===== src/rtl/alu_sequencer_if.sv =====
`default_nettype none
// ============================================================================
// alu_sequencer_if : command / response / ALU-side bundle for alu_sequencer
// Revision 1.0
// ============================================================================
interface alu_sequencer_if #(
  parameter int WORD_SIZE = 32
) ();
  logic                 cmd_valid;
  logic                 cmd_ready;
  logic [3:0]           cmd_control;
  logic [WORD_SIZE-1:0] cmd_a;
  logic [WORD_SIZE-1:0] cmd_b;

  logic                 rsp_valid;
  logic                 rsp_ready;
  logic [WORD_SIZE-1:0] rsp_result;
  logic                 rsp_zero;
  logic                 rsp_cout;
  logic                 rsp_overflow;
  logic                 rsp_invalid;
  logic                 rsp_timeout;

  logic                 alu_start;
  logic [3:0]           alu_control;
  logic [WORD_SIZE-1:0] alu_a;
  logic [WORD_SIZE-1:0] alu_b;
  logic                 alu_finished;
  logic                 alu_zero;
  logic                 alu_cout;
  logic                 alu_err_overflow;
  logic                 alu_err_invalid_control;
  logic [WORD_SIZE-1:0] alu_result;

  // Sequencer side
  modport slave (
    input  cmd_valid, cmd_control, cmd_a, cmd_b,
    output cmd_ready,
    output rsp_valid, rsp_result, rsp_zero, rsp_cout, rsp_overflow,
           rsp_invalid, rsp_timeout,
    input  rsp_ready,
    output alu_start, alu_control, alu_a, alu_b,
    input  alu_finished, alu_zero, alu_cout, alu_err_overflow,
           alu_err_invalid_control, alu_result
  );

  // Requester / ALU side
  modport master (
    output cmd_valid, cmd_control, cmd_a, cmd_b,
    input  cmd_ready,
    input  rsp_valid, rsp_result, rsp_zero, rsp_cout, rsp_overflow,
           rsp_invalid, rsp_timeout,
    output rsp_ready,
    input  alu_start, alu_control, alu_a, alu_b,
    output alu_finished, alu_zero, alu_cout, alu_err_overflow,
           alu_err_invalid_control, alu_result
  );
endinterface
`default_nettype wire


===== src/rtl/alu_sequencer.sv =====
`default_nettype none
// ============================================================================
// alu_sequencer : issues one command at a time to an external ALU, bounds the
//                 wait with a timeout and holds the response until accepted.
// Revision 1.0
// ============================================================================
module alu_sequencer #(
  parameter int WORD_SIZE = 32,
  parameter int TIMEOUT   = 16
) (
  input  logic            clk,
  input  logic            reset,
  alu_sequencer_if.slave  bus,
  output logic            busy,
  output logic [15:0]     op_count
);

  localparam logic [7:0] TIMER_LOAD = 8'(TIMEOUT);

  typedef enum logic [1:0] {
    IDLE  = 2'd0,
    ISSUE = 2'd1,
    WAIT  = 2'd2,
    RESP  = 2'd3
  } state_t;

  state_t               state_q, state_d;
  logic [7:0]           timer_q, timer_d;
  logic [3:0]           alu_control_q, alu_control_d;
  logic [WORD_SIZE-1:0] alu_a_q, alu_a_d;
  logic [WORD_SIZE-1:0] alu_b_q, alu_b_d;
  logic [WORD_SIZE-1:0] rsp_result_q, rsp_result_d;
  logic                 rsp_zero_q, rsp_zero_d;
  logic                 rsp_cout_q, rsp_cout_d;
  logic                 rsp_overflow_q, rsp_overflow_d;
  logic                 rsp_invalid_q, rsp_invalid_d;
  logic                 rsp_timeout_q, rsp_timeout_d;
  logic [15:0]          op_count_q, op_count_d;

  always_ff @(posedge clk or posedge reset) begin
    if (reset) begin
      state_q        <= IDLE;
      timer_q        <= '0;
      alu_control_q  <= '0;
      alu_a_q        <= '0;
      alu_b_q        <= '0;
      rsp_result_q   <= '0;
      rsp_zero_q     <= 1'b0;
      rsp_cout_q     <= 1'b0;
      rsp_overflow_q <= 1'b0;
      rsp_invalid_q  <= 1'b0;
      rsp_timeout_q  <= 1'b0;
      op_count_q     <= '0;
    end else begin
      state_q        <= state_d;
      timer_q        <= timer_d;
      alu_control_q  <= alu_control_d;
      alu_a_q        <= alu_a_d;
      alu_b_q        <= alu_b_d;
      rsp_result_q   <= rsp_result_d;
      rsp_zero_q     <= rsp_zero_d;
      rsp_cout_q     <= rsp_cout_d;
      rsp_overflow_q <= rsp_overflow_d;
      rsp_invalid_q  <= rsp_invalid_d;
      rsp_timeout_q  <= rsp_timeout_d;
      op_count_q     <= op_count_d;
    end
  end

  always_comb begin
    state_d        = state_q;
    timer_d        = timer_q;
    alu_control_d  = alu_control_q;
    alu_a_d        = alu_a_q;
    alu_b_d        = alu_b_q;
    rsp_result_d   = rsp_result_q;
    rsp_zero_d     = rsp_zero_q;
    rsp_cout_d     = rsp_cout_q;
    rsp_overflow_d = rsp_overflow_q;
    rsp_invalid_d  = rsp_invalid_q;
    rsp_timeout_d  = rsp_timeout_q;
    op_count_d     = op_count_q;

    case (state_q)
      IDLE: begin
        if (bus.cmd_valid) begin
          alu_control_d = bus.cmd_control;
          alu_a_d       = bus.cmd_a;
          alu_b_d       = bus.cmd_b;
          state_d       = ISSUE;
        end
      end
      ISSUE: begin
        timer_d = TIMER_LOAD;
        state_d = WAIT;
      end
      WAIT: begin
        // A finish on the expiring cycle still counts as a normal completion.
        if (bus.alu_finished) begin
          rsp_result_d   = bus.alu_result;
          rsp_zero_d     = bus.alu_zero;
          rsp_cout_d     = bus.alu_cout;
          rsp_overflow_d = bus.alu_err_overflow;
          rsp_invalid_d  = bus.alu_err_invalid_control;
          rsp_timeout_d  = 1'b0;
          state_d        = RESP;
        end else if (timer_q <= 8'd1) begin
          timer_d        = '0;
          rsp_result_d   = '0;
          rsp_zero_d     = 1'b0;
          rsp_cout_d     = 1'b0;
          rsp_overflow_d = 1'b0;
          rsp_invalid_d  = 1'b0;
          rsp_timeout_d  = 1'b1;
          state_d        = RESP;
        end else begin
          timer_d = timer_q - 8'd1;
        end
      end
      RESP: begin
        if (bus.rsp_ready) begin
          op_count_d = op_count_q + 16'd1;
          state_d    = IDLE;
        end
      end
      default: state_d = IDLE;
    endcase
  end

  assign bus.cmd_ready    = (state_q == IDLE);
  assign bus.alu_start    = (state_q == ISSUE);
  assign bus.alu_control  = alu_control_q;
  assign bus.alu_a        = alu_a_q;
  assign bus.alu_b        = alu_b_q;
  assign bus.rsp_valid    = (state_q == RESP);
  assign bus.rsp_result   = rsp_result_q;
  assign bus.rsp_zero     = rsp_zero_q;
  assign bus.rsp_cout     = rsp_cout_q;
  assign bus.rsp_overflow = rsp_overflow_q;
  assign bus.rsp_invalid  = rsp_invalid_q;
  assign bus.rsp_timeout  = rsp_timeout_q;
  assign busy             = (state_q != IDLE);
  assign op_count         = op_count_q;

endmodule
`default_nettype wire


===== src/flat_wrapper.sv =====
// flat-port wrapper written by rule: the top's interface ports become plain ports
module alu_sequencer_flat 
#(
  parameter int WORD_SIZE = 32,
  parameter int TIMEOUT   = 16
)
  (clk, reset, busy, op_count, bus_cmd_valid, bus_cmd_control, bus_cmd_a, bus_cmd_b, bus_cmd_ready, bus_rsp_valid, bus_rsp_result, bus_rsp_zero, bus_rsp_cout, bus_rsp_overflow, bus_rsp_invalid, bus_rsp_timeout, bus_rsp_ready, bus_alu_start, bus_alu_control, bus_alu_a, bus_alu_b, bus_alu_finished, bus_alu_zero, bus_alu_cout, bus_alu_err_overflow, bus_alu_err_invalid_control, bus_alu_result);
  alu_sequencer_if #(.WORD_SIZE(WORD_SIZE)) bus_i ();
  input  logic clk;
  input  logic reset;
  output logic busy;
  output logic [15:0] op_count;
  input wire logic [$bits(bus_i.cmd_valid)-1:0] bus_cmd_valid;
  input wire logic [$bits(bus_i.cmd_control)-1:0] bus_cmd_control;
  input wire logic [$bits(bus_i.cmd_a)-1:0] bus_cmd_a;
  input wire logic [$bits(bus_i.cmd_b)-1:0] bus_cmd_b;
  output wire logic [$bits(bus_i.cmd_ready)-1:0] bus_cmd_ready;
  output wire logic [$bits(bus_i.rsp_valid)-1:0] bus_rsp_valid;
  output wire logic [$bits(bus_i.rsp_result)-1:0] bus_rsp_result;
  output wire logic [$bits(bus_i.rsp_zero)-1:0] bus_rsp_zero;
  output wire logic [$bits(bus_i.rsp_cout)-1:0] bus_rsp_cout;
  output wire logic [$bits(bus_i.rsp_overflow)-1:0] bus_rsp_overflow;
  output wire logic [$bits(bus_i.rsp_invalid)-1:0] bus_rsp_invalid;
  output wire logic [$bits(bus_i.rsp_timeout)-1:0] bus_rsp_timeout;
  input wire logic [$bits(bus_i.rsp_ready)-1:0] bus_rsp_ready;
  output wire logic [$bits(bus_i.alu_start)-1:0] bus_alu_start;
  output wire logic [$bits(bus_i.alu_control)-1:0] bus_alu_control;
  output wire logic [$bits(bus_i.alu_a)-1:0] bus_alu_a;
  output wire logic [$bits(bus_i.alu_b)-1:0] bus_alu_b;
  input wire logic [$bits(bus_i.alu_finished)-1:0] bus_alu_finished;
  input wire logic [$bits(bus_i.alu_zero)-1:0] bus_alu_zero;
  input wire logic [$bits(bus_i.alu_cout)-1:0] bus_alu_cout;
  input wire logic [$bits(bus_i.alu_err_overflow)-1:0] bus_alu_err_overflow;
  input wire logic [$bits(bus_i.alu_err_invalid_control)-1:0] bus_alu_err_invalid_control;
  input wire logic [$bits(bus_i.alu_result)-1:0] bus_alu_result;
  assign bus_i.cmd_valid = bus_cmd_valid;
  assign bus_i.cmd_control = bus_cmd_control;
  assign bus_i.cmd_a = bus_cmd_a;
  assign bus_i.cmd_b = bus_cmd_b;
  assign bus_cmd_ready = bus_i.cmd_ready;
  assign bus_rsp_valid = bus_i.rsp_valid;
  assign bus_rsp_result = bus_i.rsp_result;
  assign bus_rsp_zero = bus_i.rsp_zero;
  assign bus_rsp_cout = bus_i.rsp_cout;
  assign bus_rsp_overflow = bus_i.rsp_overflow;
  assign bus_rsp_invalid = bus_i.rsp_invalid;
  assign bus_rsp_timeout = bus_i.rsp_timeout;
  assign bus_i.rsp_ready = bus_rsp_ready;
  assign bus_alu_start = bus_i.alu_start;
  assign bus_alu_control = bus_i.alu_control;
  assign bus_alu_a = bus_i.alu_a;
  assign bus_alu_b = bus_i.alu_b;
  assign bus_i.alu_finished = bus_alu_finished;
  assign bus_i.alu_zero = bus_alu_zero;
  assign bus_i.alu_cout = bus_alu_cout;
  assign bus_i.alu_err_overflow = bus_alu_err_overflow;
  assign bus_i.alu_err_invalid_control = bus_alu_err_invalid_control;
  assign bus_i.alu_result = bus_alu_result;
  alu_sequencer #(.WORD_SIZE(WORD_SIZE), .TIMEOUT(TIMEOUT)) u_core (.clk(clk), .reset(reset), .bus(bus_i), .busy(busy), .op_count(op_count));
endmodule

===== config.mk =====
export PLATFORM = sky130hd
export DESIGN_NAME = alu_sequencer_flat
export DESIGN_NICKNAME = d
export VERILOG_FILES = /design/src/rtl/alu_sequencer_if.sv /design/src/rtl/alu_sequencer.sv /design/src/flat_wrapper.sv
export SDC_FILE = /design/constraint.sdc
export NUM_CORES = 1
export LEC_CHECK = 0
export BUFFER_PORTS_ARGS = -buffer_cell sky130_fd_sc_hd__buf_2
export CORE_UTILIZATION = 48
export CTS_BUF_LIST = sky130_fd_sc_hd__clkbuf_4 sky130_fd_sc_hd__clkbuf_8
export CTS_CLUSTER_DIAMETER = 120
export CTS_CLUSTER_SIZE = 24
export DETAILED_ROUTE_END_ITERATION = 16
export HOLD_SLACK_MARGIN = 0.06
export PLACE_DENSITY_LB_ADDON = 0.2
export SYNTH_ARGS = -nofsm -noshare
export SYNTH_HDL_FRONTEND = slang
export SYNTH_SLANG_ARGS = --single-unit

===== constraint.sdc =====
create_clock -name clk -period 5.5 [get_ports clk]
set_clock_uncertainty 0.2 [all_clocks]
set_input_delay 1.375 -clock clk [delete_from_list [all_inputs] [get_ports clk]]
set_output_delay 1.375 -clock clk [all_outputs]
set_load 0.02 [all_outputs]

==> results by group <==
Final layout
  – Share of cells above drive strength 1: a little under three fifths
  – FILL cells: around 800
  – Area Growth Syn to Fin: 33.3%
  – # nets final: ~710
  – Post-layout util: between 60% and 70%
  – Antenna diodes: 0

Yosys
  – Largest family of logic cells by synthesized area: multiplexers
  – Post-Synth Adder-Cell Area: 1.70%
  – Area contributors post-synth: dfrtp_1, mux2_2, a22o_1, xnor2_1, ha_1
  – Post-synth ARST share: between 90% and 100%
  – Register area share after synthesis: 63.7%
  – Post-synth top area cell: dfrtp_1
  – Post-synthesis cell type count: 37
  – Post-synth top flop: dfrtp_1
  – XOR/XNOR Fraction of Synth Area: roughly 2.6%
  – Mux contribution to synthesized area: 15.1%
  – Yosys reg bits: approximately 130
  – Top-area cell type share of the netlist area: 63.7%
  – Syn_area_per_cell: approximately 14 um2
  – Mapped cell area: about 5100 um2
  – Post-synth EDFFs: 0
  – Synth warn: 0
  – Simple-gate area share of the yosys netlist: under 10%
  – Synth Net Count: 471
  – Post-Syn Instances: roughly 360
  – Area fraction in compound gates after synthesis: just over 9%

Setup path
  – Worst reg2reg path depth: 6
  – CP cell instances: inv_1 > ha_1 > inv_1 > buf_2
  – Crit-path most repeated cell: inv_1
  – CP endpoint kind: output port
  – Worst path buffer plus inverter count: 3
  – Reg2Reg Capture Point: u_core.bus.rsp_result[18]
  – Critical-path top delay cell: dfrtp_1
  – CP max stage delay: about 0.42 ns
  – CP max FO: 5
  – CP Data Required Time: 3.92 ns
  – RR Startpoint: u_core.timer_q[0]
  – Delay-heaviest family, CP: flip-flops
  – Arrival @ worst endpoint: approximately 1.4 ns
  – CP Launch Type: flip-flop
  – Register-to-register setup slack: around 3 ns
  – Setup CP Type: flip-flop to output port

Clocking
  – Clock transition at path regs: 0.08 ns
  – TritonCTS Buffers: 17
  – Max Buffers Root-to-Sink: 2
  – # hold bufs at CTS: 0
  – Clock sinks: 131
  – Post-CTS Setup Repair Bufs: 0
  – CTS tree: built
  – Clock tree root buffer cell: clkbuf_8
  – # H-tree levels: 4
  – Resized cells post-CTS: 0
  – Clk Latency, worst-skew pair: between 0.4 and 0.5 ns

STA
  – Fmax: roughly 0.34 GHz
  – Period utilisation layout: 54.0%
  – Fin. max-slew vios: 0
  – Tightest Pin Transition: 0.941 ns
  – Worst relative slew slack: about 37%
  – Final hold violations: 0
  – Fin crit period: ~3 ns
  – Setup_tns: 0 ns
  – Final setup vio count: 0
  – RSZ-0062 raised after global routing: no

Worst hold path
  – Hold Path Class: flip-flop to flip-flop
  – Worst hold path depth: 1
  – Hold path startpoint: u_core.op_count[15]
  – Hold Path End: u_core.op_count[15]

Routing
  – Routed Antenna Nets: 0
  – Via/cell ratio: between 5 and 6
  – Final wirelength: between 10000 and 15000 um
  – Initial DRC count: between 150 and 200
  – Detailed-route via count: between 3000 and 4000
  – # DRC: 0
  – Routed len/inst: 16.2 um
  – Pre-antenna DRT Iters: 4

Floorplan
  – Core Region: 10400 um2
  – Rows: 37
  – DIE AREA: 11100 um2
  – Vert. Die Dim: around 110 um
  – Starting Density: 49.6%
  – IO Pins: 234
  – Die X: ~110 um

Global routing
  – Vias in the first global route: between 3000 and 4000
  – Initial antenna violation count: 0
  – Largest net degree at the start of global routing: 80
  – Global route overflow: 0
  – Tot GR Track Use: 22.3%
  – Global-route wire length before repair: approximately 19000 um

Run status
  – Status: finished, final reports clean

Placed design
  – Gpl congestion: 0.745
  – Count of input and output buffers: roughly 230
  – HPWL after DPL: between 8000 and 9000 um

Pwr
  – Peak supply drop: 0.450 mV
  – Leakage: ~0.0035 uW
  – Pwr dens: 628 nW/um2

Flow run
  – Max-Cap Viols: 0
==> per-layer routing <==
metal	track usage, %	wire length, um	vias up
met1	27.9	5020	1876
met3	6.74	748	14
met5	0	0	-
met2	36.7	6080	142
li1	-	-	1755
met4	7.84	184	0
==> where the power goes <==
part	switching, uW	internal (uW)	leakage, uW
Combinational	1070	763	0.00172
Clock	365	478	0.000204
Sequential	239	1390	0.00161
Total	1680	2630	0.00354
==> per-stage QoR <==
stage          instances  worst slack (ns)  power (uW)  hold WS [ns]  instance area (um2)
6_report             745              2.53        4300         0.275                 6860
4_1_cts              745              2.51        4350         0.286                 6860
3_3_place_gp         713              2.54        3420         0.260                 6430
3_5_place_dp         713              2.52        3480         0.270                 6430
2_1_floorplan        355             0.427        2860         0.248                 5140
5_1_grt              745              2.43        4550         0.307                 6860
==> worst reg2reg max path, stage by stage, from the launching register on <==
cell and delay [ns]:
dfrtp_1 0.42, inv_1 0.07, ha_1 0.25, nor2_1 0.38
nor3_4 0.11, o21ai_4 0.74, a22o_1 0.26
==> worst max path at each step <==
| stage | startpoint | endpoint | cells past startpoint |
|---|---|---|---|
| 2_1_floorplan | reset | u_core.bus.alu_a[0] | 1 |
| 3_3_place_gp | bus_cmd_valid | u_core.bus.alu_b[5] | 4 |
| 3_5_place_dp | bus_cmd_valid | u_core.bus.alu_a[15] | 4 |
| 4_1_cts | u_core.state_q[0] | busy | 4 |
| 5_1_grt | u_core.state_q[0] | busy | 4 |
| 6_report | u_core.state_q[0] | busy | 4 |
==> sequential cells by signal, indices dropped and copies added, names as in the netlist <==
name and cells:
u_core.timer_q 8, u_core.bus.rsp_zero 1, u_core.op_count 16, u_core.bus.rsp_invalid 1, u_core.state_q 2, u_core.bus.alu_a 32
u_core.bus.rsp_overflow 1, u_core.bus.alu_control 4, u_core.bus.rsp_timeout 1, u_core.bus.rsp_cout 1, u_core.bus.alu_b 32, u_core.bus.rsp_result 32
==> final cells by class <==
type / instances / area (um2) / area share [%]
flip-flops and latches: 131 / 3280 / 47.8
multi-input cells: 202 / 1760 / 25.7
repair buffers: 237 / 1200 / 17.4
clock buffers: 20 / 269 / 3.92
well taps: 136 / 170 / 2.48
clock inverters: 12 / 156 / 2.28
inverters: 7 / 28.8 / 0.420
==> cell usage in the layout (no fill, tap or decap), types with 7 or more instances in the layout <==
master	netlist	layout
nand2_1	12	11
clkbuf_8	0	19
xnor2_1	11	11
buf_2	4	233
o21ai_0	7	7
a22o_1	36	36
mux2_2	69	69
nor2_1	11	11
ha_1	7	7
dfrtp_1	131	131
==> kinds of logic after synthesis <==
logic type | Yosys count
flip-flops | 131
AO/OA/AOI/OAI | 59
multiplexers | 69
XOR/XNOR | 15
AND/OR/NAND/NOR | 52
buffers and inverters | 22
adder cells (fa/ha/maj) | 7
==> cell usage after synthesis, types with 2 or more instances <==
cell type	n
buf_1	5
mux2_2	69
buf_2	4
o21ai_0	7
nand4_1	6
xnor2_1	11
buf_6	3
o21ai_1	2
dfrtp_1	131
o31ai_1	2
nor2_1	11
nand2_1	12
nand3_1	5
a21oi_1	5
ha_1	7
clkbuf_1	3
inv_1	7
and2_1	2
and3_1	2
nand2b_1	3
or3_4	2
a22o_1	36
xor2_1	4
nor3_1	3
(Power assumes the default switching activity.)
